## config.mk

```make
export PLATFORM = sky130hd
export DESIGN_NAME = pipelined_shift_unit
export DESIGN_NICKNAME = d
export VERILOG_FILES = /design/src/rtl/shift_pkg.sv /design/src/rtl/shift_level.sv /design/src/rtl/pipelined_shift_unit.sv
export SDC_FILE = /design/constraint.sdc
export NUM_CORES = 1
export LEC_CHECK = 0
export ABC_CLOCK_PERIOD_IN_PS = 3100
export CORE_MARGIN = 4
export CORE_UTILIZATION = 35
export CTS_BUF_LIST = sky130_fd_sc_hd__clkbuf_4 sky130_fd_sc_hd__clkbuf_8
export DETAILED_ROUTE_END_ITERATION = 8
export GPL_TIMING_DRIVEN = 0
export SLEW_MARGIN = 10
export SYNTH_ARGS = -nofsm -noshare
export SYNTH_HDL_FRONTEND = slang
export SYNTH_SLANG_ARGS = --single-unit
```

## constraint.sdc

```tcl
create_clock -name clk -period 3.1 [get_ports clk]
set_input_delay 0.62 -clock clk [delete_from_list [all_inputs] [get_ports clk]]
set_output_delay 0.62 -clock clk [all_outputs]
set_load 0.05 [all_outputs]
```

## src/rtl/shift_pkg.sv

```systemverilog
// Shared op codes and the per-level fill/wrap helper for the pipelined shifter.
package shift_pkg;

    localparam logic [2:0] OP_ROL = 3'b000;
    localparam logic [2:0] OP_SLL = 3'b001;
    localparam logic [2:0] OP_ROR = 3'b010;
    localparam logic [2:0] OP_SRL = 3'b011;
    localparam logic [2:0] OP_SRA = 3'b100;

    // Widest datapath the fill helper handles; N must not exceed this.
    localparam int unsigned MAX_N = 64;
    localparam int unsigned MAX_C = $clog2(MAX_N);

    // Bits entering the vacated end of an n-bit word shifted by shamt.
    // Only bits [shamt-1:0] of the result are meaningful; the caller
    // places them at the top (right shifts) or bottom (left shifts).
    function automatic logic [MAX_N-1:0] level_fill(
        input logic [MAX_N-1:0] data,
        input int unsigned      n,
        input int unsigned      shamt,
        input logic [2:0]       op
    );
        logic [MAX_N-1:0] fill;
        fill = '0;
        for (int unsigned i = 0; i < MAX_N; i++) begin
            if (i < shamt) begin
                case (op)
                    OP_ROL:  fill[i] = data[MAX_C'(n - shamt + i)];
                    OP_ROR:  fill[i] = data[MAX_C'(i)];
                    OP_SRA:  fill[i] = data[MAX_C'(n - 1)];
                    default: fill[i] = 1'b0;
                endcase
            end
        end
        return fill;
    endfunction

endpackage

```

## src/rtl/shift_level.sv

```systemverilog
// One power-of-two level of the shift network: shifts by SHAMT when enabled.
module shift_level
    import shift_pkg::*;
#(
    parameter int unsigned N     = 16,
    parameter int unsigned SHAMT = 1
) (
    input  logic [N-1:0] i_data,
    input  logic         i_en,
    input  logic [2:0]   i_op,
    output logic [N-1:0] o_data
);

    logic [MAX_N-1:0] w_data_ext;
    logic [SHAMT-1:0] w_fill;

    assign w_data_ext = MAX_N'(i_data);
    assign w_fill     = SHAMT'(level_fill(w_data_ext, N, SHAMT, i_op));

    // Left ops shift toward the MSB, right ops toward the LSB; reserved ops pass through.
    always_comb begin
        o_data = i_data;
        if (i_en) begin
            case (i_op)
                OP_ROL, OP_SLL:         o_data = {i_data[N-1-SHAMT:0], w_fill};
                OP_ROR, OP_SRL, OP_SRA: o_data = {w_fill, i_data[N-1:SHAMT]};
                default:                o_data = i_data;
            endcase
        end
    end

endmodule

```

## src/rtl/pipelined_shift_unit.sv

```systemverilog
// Pipelined log-level shifter/rotator with valid/ready on both sides.
// C shift levels are grouped LEVELS_PER_STAGE at a time between registers;
// a single advance enable stalls every stage together.
module pipelined_shift_unit
    import shift_pkg::*;
#(
    parameter  int unsigned N                = 16,
    parameter  int unsigned LEVELS_PER_STAGE = 2,
    localparam int unsigned C                = $clog2(N),
    localparam int unsigned L                = (C + LEVELS_PER_STAGE - 1) / LEVELS_PER_STAGE
) (
    input  logic         clk,
    input  logic         rst_n,
    input  logic         in_valid,
    output logic         in_ready,
    input  logic [N-1:0] in_data,
    input  logic [C-1:0] in_cnt,
    input  logic [2:0]   in_op,
    output logic         out_valid,
    input  logic         out_ready,
    output logic [N-1:0] out_data
);

    logic         w_adv;

    logic         r_valid [L];
    logic [N-1:0] r_data  [L];
    logic [C-1:0] r_cnt   [L];
    logic [2:0]   r_op    [L];

    // Inputs seen by each stage's combinational levels
    logic         w_stg_valid [L];
    logic [N-1:0] w_stg_data  [L];
    logic [C-1:0] w_stg_cnt   [L];
    logic [2:0]   w_stg_op    [L];
    // Data arriving at each stage register
    logic [N-1:0] w_stg_d     [L];

    logic [N-1:0] w_lvl_in  [C];
    logic [N-1:0] w_lvl_out [C];

    assign w_adv     = !r_valid[L-1] || out_ready;
    assign in_ready  = w_adv;
    assign out_valid = r_valid[L-1];
    assign out_data  = r_data[L-1];

    assign w_stg_valid[0] = in_valid;
    assign w_stg_data[0]  = in_data;
    assign w_stg_cnt[0]   = in_cnt;
    assign w_stg_op[0]    = in_op;

    for (genvar s = 1; s < L; s++) begin : g_stg_in
        assign w_stg_valid[s] = r_valid[s-1];
        assign w_stg_data[s]  = r_data[s-1];
        assign w_stg_cnt[s]   = r_cnt[s-1];
        assign w_stg_op[s]    = r_op[s-1];
    end

    // Level j shifts by 2**j and belongs to stage j / LEVELS_PER_STAGE;
    // the first level of each stage takes that stage's registered input.
    for (genvar j = 0; j < C; j++) begin : g_level
        localparam int unsigned STG = j / LEVELS_PER_STAGE;
        if (j % LEVELS_PER_STAGE == 0) begin : g_first
            assign w_lvl_in[j] = w_stg_data[STG];
        end else begin : g_chain
            assign w_lvl_in[j] = w_lvl_out[j-1];
        end
        shift_level #(
            .N     (N),
            .SHAMT (1 << j)
        ) u_level (
            .i_data (w_lvl_in[j]),
            .i_en   (w_stg_cnt[STG][j]),
            .i_op   (w_stg_op[STG]),
            .o_data (w_lvl_out[j])
        );
    end

    for (genvar s = 0; s < L; s++) begin : g_stg_d
        localparam int unsigned LAST = ((s + 1) * LEVELS_PER_STAGE < C)
                                     ? (s + 1) * LEVELS_PER_STAGE - 1 : C - 1;
        assign w_stg_d[s] = w_lvl_out[LAST];
    end

    // All stages advance together whenever the output is free or being taken; bubbles advance too.
    always_ff @(posedge clk or negedge rst_n) begin
        if (!rst_n) begin
            for (int unsigned s = 0; s < L; s++) begin
                r_valid[s] <= 1'b0;
                r_data[s]  <= '0;
                r_cnt[s]   <= '0;
                r_op[s]    <= '0;
            end
        end else if (w_adv) begin
            for (int unsigned s = 0; s < L; s++) begin
                r_valid[s] <= w_stg_valid[s];
                r_data[s]  <= w_stg_d[s];
                r_cnt[s]   <= w_stg_cnt[s];
                r_op[s]    <= w_stg_op[s];
            end
        end
    end

endmodule

```

; ---- Word-level counts from Yosys, hierarchy flattened
; Index checks and enable logic that the tools add are counted.
[word_totals]
inputBits = 27
word_cells = 47
ff_bits = 41
out_inout_bits = 18
[op_classes]
muxes = 23
n_reduce_logical = 10
n_eq_ne = 8
[ops]
columns = op, n
row1 = one-hot mux 16 bit (2 select lines), 4
row2 = two-way mux 16 bit, 4
row3 = one-hot mux 1 bit (3 select lines), 11
row4 = "equality test 3 x 2 -> 1 bit, second input constant", 4
row5 = one-hot mux 1 bit (2 select lines), 4
row6 = OR reduction 2 bit, 4
row7 = "equality test 3 x 1 -> 1 bit, second input constant", 2
row8 = "equality test 3 bit, second input constant", 2
row9 = zero test 3 bit, 2
row10 = OR reduction 3 bit, 2
row11 = zero test 1 bit, 1
row12 = logical OR 1 bit, 1

; ---- Longest topological paths before layout
; Gate-level depths: netlist of the first run.
[depth]
ltp_word = 8
mapped_depth = 8
ltp_nobuf = 6

; ---- Cells and area by module
; Synthesis of the first run repeated with hierarchy kept, for this count alone.
[hier_totals]
cells_unflattened = 367
hier_area_um2 = 3692.3
[modules_own_cells]
columns = module, instances, area_per_inst_um2, cells_each, seq_area_each_um2
row1 = pipelined_shift_unit, 1, 1731.7, 99, 975.9
row2 = shift_level at g_level[1].u_level, 1, 639.4, 84, 0.0
row3 = shift_level at g_level[2].u_level, 1, 534.3, 79, 0.0
row4 = shift_level at g_level[0].u_level, 1, 533.0, 76, 0.0
row5 = shift_level at g_level[3].u_level, 1, 254.0, 29, 0.0

; ---- Worst setup path before layout of the first run
; OpenSTA, ideal clock, no wires.
[synth_timing]
kind = register -> output
start = reg r_valid (netlist bit out_valid)
end = out in_ready
path_stages_with_launch = 6
required_time_ns = 2.480
setup_slack_ns = 0.621
n_path_buf = 3
t_arrival_ns = 1.859
path_cell_list = dfrtp_1 -> nor2b_1 -> clkbuf_1 -> inv_2 -> clkbuf_1 -> buf_1
[synth_between]
elab_chain_len = 2
[synth_rtl]
columns = element, line
row1 = from (decl), pipelined_shift_unit.sv:26  ; logic r_valid [L];
row2 = "from (signal, indexed assignment)", pipelined_shift_unit.sv:96  ; r_valid[s] <= w_stg_valid[s];
row3 = zero test 1 bit, pipelined_shift_unit.sv:42  ; assign w_adv = !r_valid[L-1] || out_ready;
row4 = logical OR 1 bit, pipelined_shift_unit.sv:42
row5 = to (decl), pipelined_shift_unit.sv:15  ; output logic in_ready,
; Every way passes these cells.

; ---- Final worst setup path of the first run
[layout_timing]
start = in out_ready
end = out in_ready
[layout_between]
elab_chain_len = 1
[layout_rtl]
columns = element, line
row1 = from (decl), pipelined_shift_unit.sv:20  ; input logic out_ready,
row2 = logical OR 1 bit, pipelined_shift_unit.sv:42
; Every way passes these cells.

==> results.md, run 1 <==
* DRT Pass-1 Iters at 4
* Final Hold Fails at 0
* CTS clk-pin slew, worst paths at roughly 0.080 ns
* Count of different cell masters after synthesis at 63
* Iteration-0 DRC Markers at 319
* Dpl cell area at 3950 um2
* Routed WL at 12700 um
* Syn. warnings at 0
* Vias per inst at 6.21
* Critical Path Start Type: input port
* Peak supply drop at 0.000225 V
* Pre-CTS WS at -0.957 ns
* Routed WL per cell at between 20 and 25 um
* Gr usage total at 0.227
* Net count after synthesis at between 400 and 500
* # setup viols final at 0
* Final Net Count at 506
* Diode count at 0
* RSZ-0062 raised after global routing: no
* CP endpoint kind: primary output
* DIE WIDTH at 106 um
* Via count at about 3.8k
* Num Clock Sinks at 39
* Placed cell count at 602
* Area contributors post-synth: dfrtp_1, a21oi_1, nand2_1
* Final WS setup at 0.127 ns
* Data arrival, critical path at about 2.4 ns
* Share of layout cells above drive strength 1 at 0.125
* Pwr Density at about 580 nW/um2
* Avg Cell Area, Syn at slightly below 8 um2
* Period Utilization, post-route at 0.959
* Achievable Freq at 0.336 GHz
* Initial Util at 0.362
* CTS tree: yes
* Static Leak at 1.54 nW
* First-pass GRT wire length at 20300 um
* Synth top area share at 0.291
* Post-route ant nets at 0
* Cell Area, Synth at 3360 um2
* Crit path time final at 2.97 ns
* Critical Path Source: out_ready
* CP Data Required Time at 2.48 ns
* Number of synthesized flops with an enable pin at 0
* PnR Total Power at 2.34 mW
* Actual slew at the worst max-slew pin at 0.944 ns
* Final Cell Area at 4040 um2
* Worst r2r src: r_op[5]
* Slew Limit Fails at 0
* Largest net degree at the start of global routing at 23
* Async SR Flop Fraction at 1.00
* Die height at 106 um
* Crit-path cells: clkdlybuf4s50_1 > nor2b_1 > clkbuf_1 > inv_2 > buf_2 > clkdlybuf4s15_2
* Fill cells at 987
* Initial antenna violation count at 0
* Root Buffer: clkbuf_8
* Cts hold-fix bufs at 0
* Global placement routability congestion at about 0.95
* CP Class: in2out
* Max Cap Viol at 0
* Area grow syn2layout at 20.3%
* Critical path's slowest cell: clkdlybuf4s50_1
* Port buffer count at slightly above 40
* Outcome: finished, final reports clean
* Max stage delay on crit path at 0.45 ns
* Min-delay worst type: in2async
* Crit-path max FO at 14
* Number of CTS-inserted buffers at 5
* Core Area at 9280 um2
* H-Tree Depth at 2
* Clk buf depth at 2
* Die Area at between 10000 and 15000 um2
* Skew final at 0.00690 ns
* Crit path buffers/inverters at 5
* Hpwl dp at 9880 um
* Finished Layout Cells at between 600 and 700
* Register area share after synthesis at 0.291
* FP Rows at 35
* Family with the most delay on the worst path: buffers and inverters
* FF+latch count, synth at 39
* Worst skew pair latency at about 0.30 ns
* DR DRC count at 0
* Area of the multi-input gates at 2170 um2
* FF+latch area at 976 um2
* Worst rel slew slack at 0.354
* I/O pins at 45
* Vias in the first global route at 3607
* Main synth FF type: dfrtp_1
* Synth area leader: dfrtp_1
* Mapped Cells at 431
* Remaining Overflow, GRT at 0
[placed cells by master (no fill, tap or decap), types with 6 or more instances in the layout]
cell and n:
a211oi_1 6, a21oi_1 43, a221oi_1 8, a22oi_1 6, a31oi_1 11, and2_1 6, buf_2 20, clkbuf_1 12
clkdlybuf4s50_1 39, dfrtp_1 39, inv_1 6, mux2_2 11, nand2_1 53, nor2_1 34, nor3b_1 8, o211ai_1 14
o21a_1 7, o21ai_0 20, o21ai_1 9, o22ai_1 14
[power by group]
group / switching [mW] / total [mW] / internal (mW)
combinational: 0.781 / 1.22 / 0.439
clock: 0.192 / 0.359 / 0.166
sequential: 0.125 / 0.758 / 0.634
[stage by stage]
step                TNS (ns)  hold WS [ns]   util
global placement      -0.945         0.453  0.423
global route               0         0.288  0.435
finish                     0         0.253  0.435
detailed placement    -0.957         0.450  0.426
CTS                        0         0.272  0.435
floorplan                  0         0.324      -
[synth_stat cells, drive strengths merged, types with 3 or more instances]
master   instances
a221oi           8
buf             24
nor2            36
o211ai          14
o21ai           30
mux2            11
o22ai           15
nand2b           4
nand3            3
o31ai            4
a211o            4
or3              5
nor2b            4
a31oi           11
a22oi            6
nand2           53
nor3             5
mux2i            5
a2bb2oi          4
and3             3
nor3b           10
inv              9
clkbuf          14
o21a             7
o211a            3
nor4b            4
a32oi            3
o311ai           7
dfrtp           39
a211oi           6
and2             6
a221o            3
a21oi           43
a21o             3
[layer usage]
layer,global-route usage,vias up,share of wire
met5,0,-,0
met4,0.105,0,0.051
met3,0.0261,44,0.066
met2,0.386,211,0.48
met1,0.287,1788,0.40
li1,-,1739,-
[timing repair]
action,4_1_cts,5_1_grt
resized for setup,4,0
buffers inserted,0,0
setup endpoints to repair,1,0
[worst paths after layout]
kind	slack, ns	cells after the start	end
max reg2reg	0.81	6	out_data[7]
min in group clk	0.48	2	r_valid[1]
min	0.25	1	r_valid[1]
min reg2reg	0.48	2	r_valid[1]
max in group asynchronous	2.39	2	r_data[22]
max	0.13	6	in_ready
[kinds of logic after synthesis]
| group | count (synthesis) | share of synthesized area |
|---|---|---|
| flops | 39 | 0.291 |
| simple gates | 141 | 0.210 |
| buf+inv | 47 | 0.0641 |
| compound gates | 188 | 0.384 |
| mux | 16 | 0.0518 |
[flip-flops by register name (all words and copies together) (netlist names)]
name,flops
out_data,16
r_data,16
r_op,3
r_cnt,2
out_valid,1
r_valid,1
[layout make-up]
type / count / share of cell area
well taps: 129 / 0.0400
multi-input cells: 345 / 0.536
clock inverters: 2 / 0.00310
flip-flops and latches: 39 / 0.242
inverters: 9 / 0.00836
plain buffers: 37 / 0.0443
repair buffers: 42 / 0.107
clock buffers: 6 / 0.0189
Note: power is estimated with default switching activity, not from simulation.
==> run 2: changes to the inputs <==
- CAP_MARGIN: not set -> 30
- CORE_UTILIZATION: 35 -> 60
- PLACE_DENSITY: not set -> 0.86
==> results.md, run 2 (same netlist as run 1, synthesis figures left out) <==
* Largest net degree at the start of global routing at 38 (+65%)
* Max Cap Viol at 0 (unchanged)
* Area grow syn2layout at 18.4%
* CTS tree: yes
* Clk buf depth at 2 (unchanged)
* Initial antenna violation count at 0 (unchanged)
* Number of CTS-inserted buffers at 5 (unchanged)
* Share of layout cells above drive strength 1 at 0.123 (-0.00183)
* Diode count at 0 (unchanged)
* Static Leak at 1.55 nW (+0.15%)
* Global placement routability congestion at 1.12 (+17%)
* Outcome: finished, final reports clean
* Port buffer count at 41 (unchanged)
* GR Util met2 at 0.558 (+0.173)
* Min-delay worst type: in2async
* Initial Util at 0.637 (+0.276)
* CP Data Required Time at 2.48 ns (about the same)
* Pre-CTS WS at -0.768 ns (+0.189 ns)
* Die Area at 6860 um2 (-39%)
* First-pass GRT wire length at 20000 um (-1.1%)
* Skew final at 0.0103 ns (+0.00340 ns)
* Post-route setup TNS at 0 ns (unchanged)
* Cts hold-fix bufs at 0 (unchanged)
* Max stage delay on crit path at 0.46 ns (about the same)
* Worst r2r src: out_valid
* Dpl cell area at 3870 um2 (-2.1%)
* Routed WL per cell at 22.6 um (+8.0%)
* Critical Path Source: out_ready
* Num Clock Sinks at 39 (unchanged)
* Hpwl dp at 9220 um (-6.6%)
* Post-route ant nets at 0 (unchanged)
* Root Buffer: clkbuf_8
* H-Tree Depth at 2 (unchanged)
* Remaining Overflow, GRT at 0 (unchanged)
* Achievable Freq at 0.344 GHz (+2.3%)
* Worst skew pair latency at 0.30 ns (about the same)
* Peak supply drop at 0.000505 V (+120%)
* Met1 GRT Util at 0.482 (+0.195)
* CTS clk-pin slew, worst paths at 0.08 ns (about the same)
* Actual slew at the worst max-slew pin at 0.675 ns (-0.269 ns)
* Die height at 82.8 um (-22%)
* FP Rows at 26 (-26%)
* Core Area at 5270 um2 (-43%)
* Worst rel slew slack at 0.550 (+0.196)
* Final Cell Area at 3980 um2 (-1.6%)
* Vias per inst at 7.39 (+19%)
* CP Class: in2out
* Final Hold Fails at 0 (unchanged)
* Critical Path Start Type: input port
* Pwr Density at 611 nW/um2 (+5.5%)
* GRT Max-Usage Layer: met2
* Iteration-0 DRC Markers at 780 (+140%)
* DIE WIDTH at 82.8 um (-22%)
* Most frequent cells in the layout: nand2_1, a21oi_1, clkdlybuf4s50_1, dfrtp_1, nor2_1
* Critical path's slowest cell: clkdlybuf4s50_1
* Crit-path cells: clkdlybuf4s50_1 > nor2b_1 > clkbuf_1 > inv_2 > buf_2 > clkdlybuf4s15_2
* GRT met3 Usage at 0.0673 (+0.0412)
* Via count at 4056 (+7.2%)
* I/O pins at 45 (unchanged)
* Period Utilization, post-route at 0.938 (-0.0213)
* RSZ-0062 raised after global routing: no
* Final Net Count at 506 (unchanged)
* Gr usage total at 0.356 (+0.129)
* DR DRC count at 0 (unchanged)
* DRT Pass-1 Iters at 5 (+1)
* Final WS setup at 0.193 ns (+0.0660 ns)
* # setup viols final at 0 (unchanged)
* Crit path time final at 2.91 ns (-0.0660 ns)
* CP endpoint kind: primary output
* Data arrival, critical path at 2.29 ns (-0.06 ns)
* Vias in the first global route at 3869 (+7.3%)
* Slew Limit Fails at 0 (unchanged)
* Commonest non-fill, non-tap cell in the layout: nand2_1
* Crit-path max FO at 14 (unchanged)
* # Post-CTS Setup Buffers at 0 (unchanged)
* Routed WL at 12400 um (-2.6%)
==> run 2: area by class of cell <==
| class | instances | area, um2 |
|---|---|---|
| Timing Repair Buffer | 42 | 427 |
| Fill cell | 427 | 1290 |
| Inverter | 9 | 33.8 |
| Clock inverter | 2 | 37.5 |
| Tap cell | 70 | 87.6 |
| Multi-Input combinational cell | 345 | 2170 |
| Buffer | 37 | 179 |
| Sequential cell | 39 | 976 |
| Clock buffer | 5 | 68.8 |
==> run 2: path summary, 6_finish.rpt <==
kind	to	slack, ns	cells past startpoint
setup / recovery	in_ready	0.19	6
hold / removal	out_valid	0.12	1
setup reg to reg	r_data[16]	0.97	6
hold reg to reg	out_data[5]	0.49	2
max in group asynchronous	r_data[23]	2.57	2
min in group clk	out_data[5]	0.49	2
==> run 2: what timing repair did <==
action,CTS,global route
endpoints found under the hold margin,0,0
setup endpoints to repair,1,0
resized for setup,4,0
==> run 2: routing by layer <==
| layer | wire [um] | share of wire |
|---|---|---|
| met3 | 1670 | 0.14 |
| met1 | 4660 | 0.38 |
| met5 | 0 | 0 |
| met2 | 5460 | 0.44 |
| met4 | 592 | 0.048 |
==> run 2: critical path, delay by kind of cell <==
| family | cells | cell delay (ns) |
|---|---|---|
| buffers and inverters | 5 | 1.62 |
| and+or+nand+nor | 1 | 0.04 |
==> run 2: report_power, final <==
part	switching [mW]	total, mW	internal [mW]	leakage [nW]
clock	0.191	0.427	0.235	0.0502
combinational	0.805	1.24	0.439	1.04
sequential	0.124	0.758	0.634	0.461
total	1.12	2.43	1.31	1.55
==> run 2: per-stage QoR <==
step           std cells  hold WS [ns]   util  total power [mW]
2_1_floorplan        431         0.324      -              1.54
3_3_place_gp         542         0.449  0.732              1.94
5_1_grt              549         0.122  0.755              2.53
3_5_place_dp         543         0.436  0.735              1.97
4_1_cts              549         0.127  0.755              2.39
6_report             549         0.124  0.755              2.43
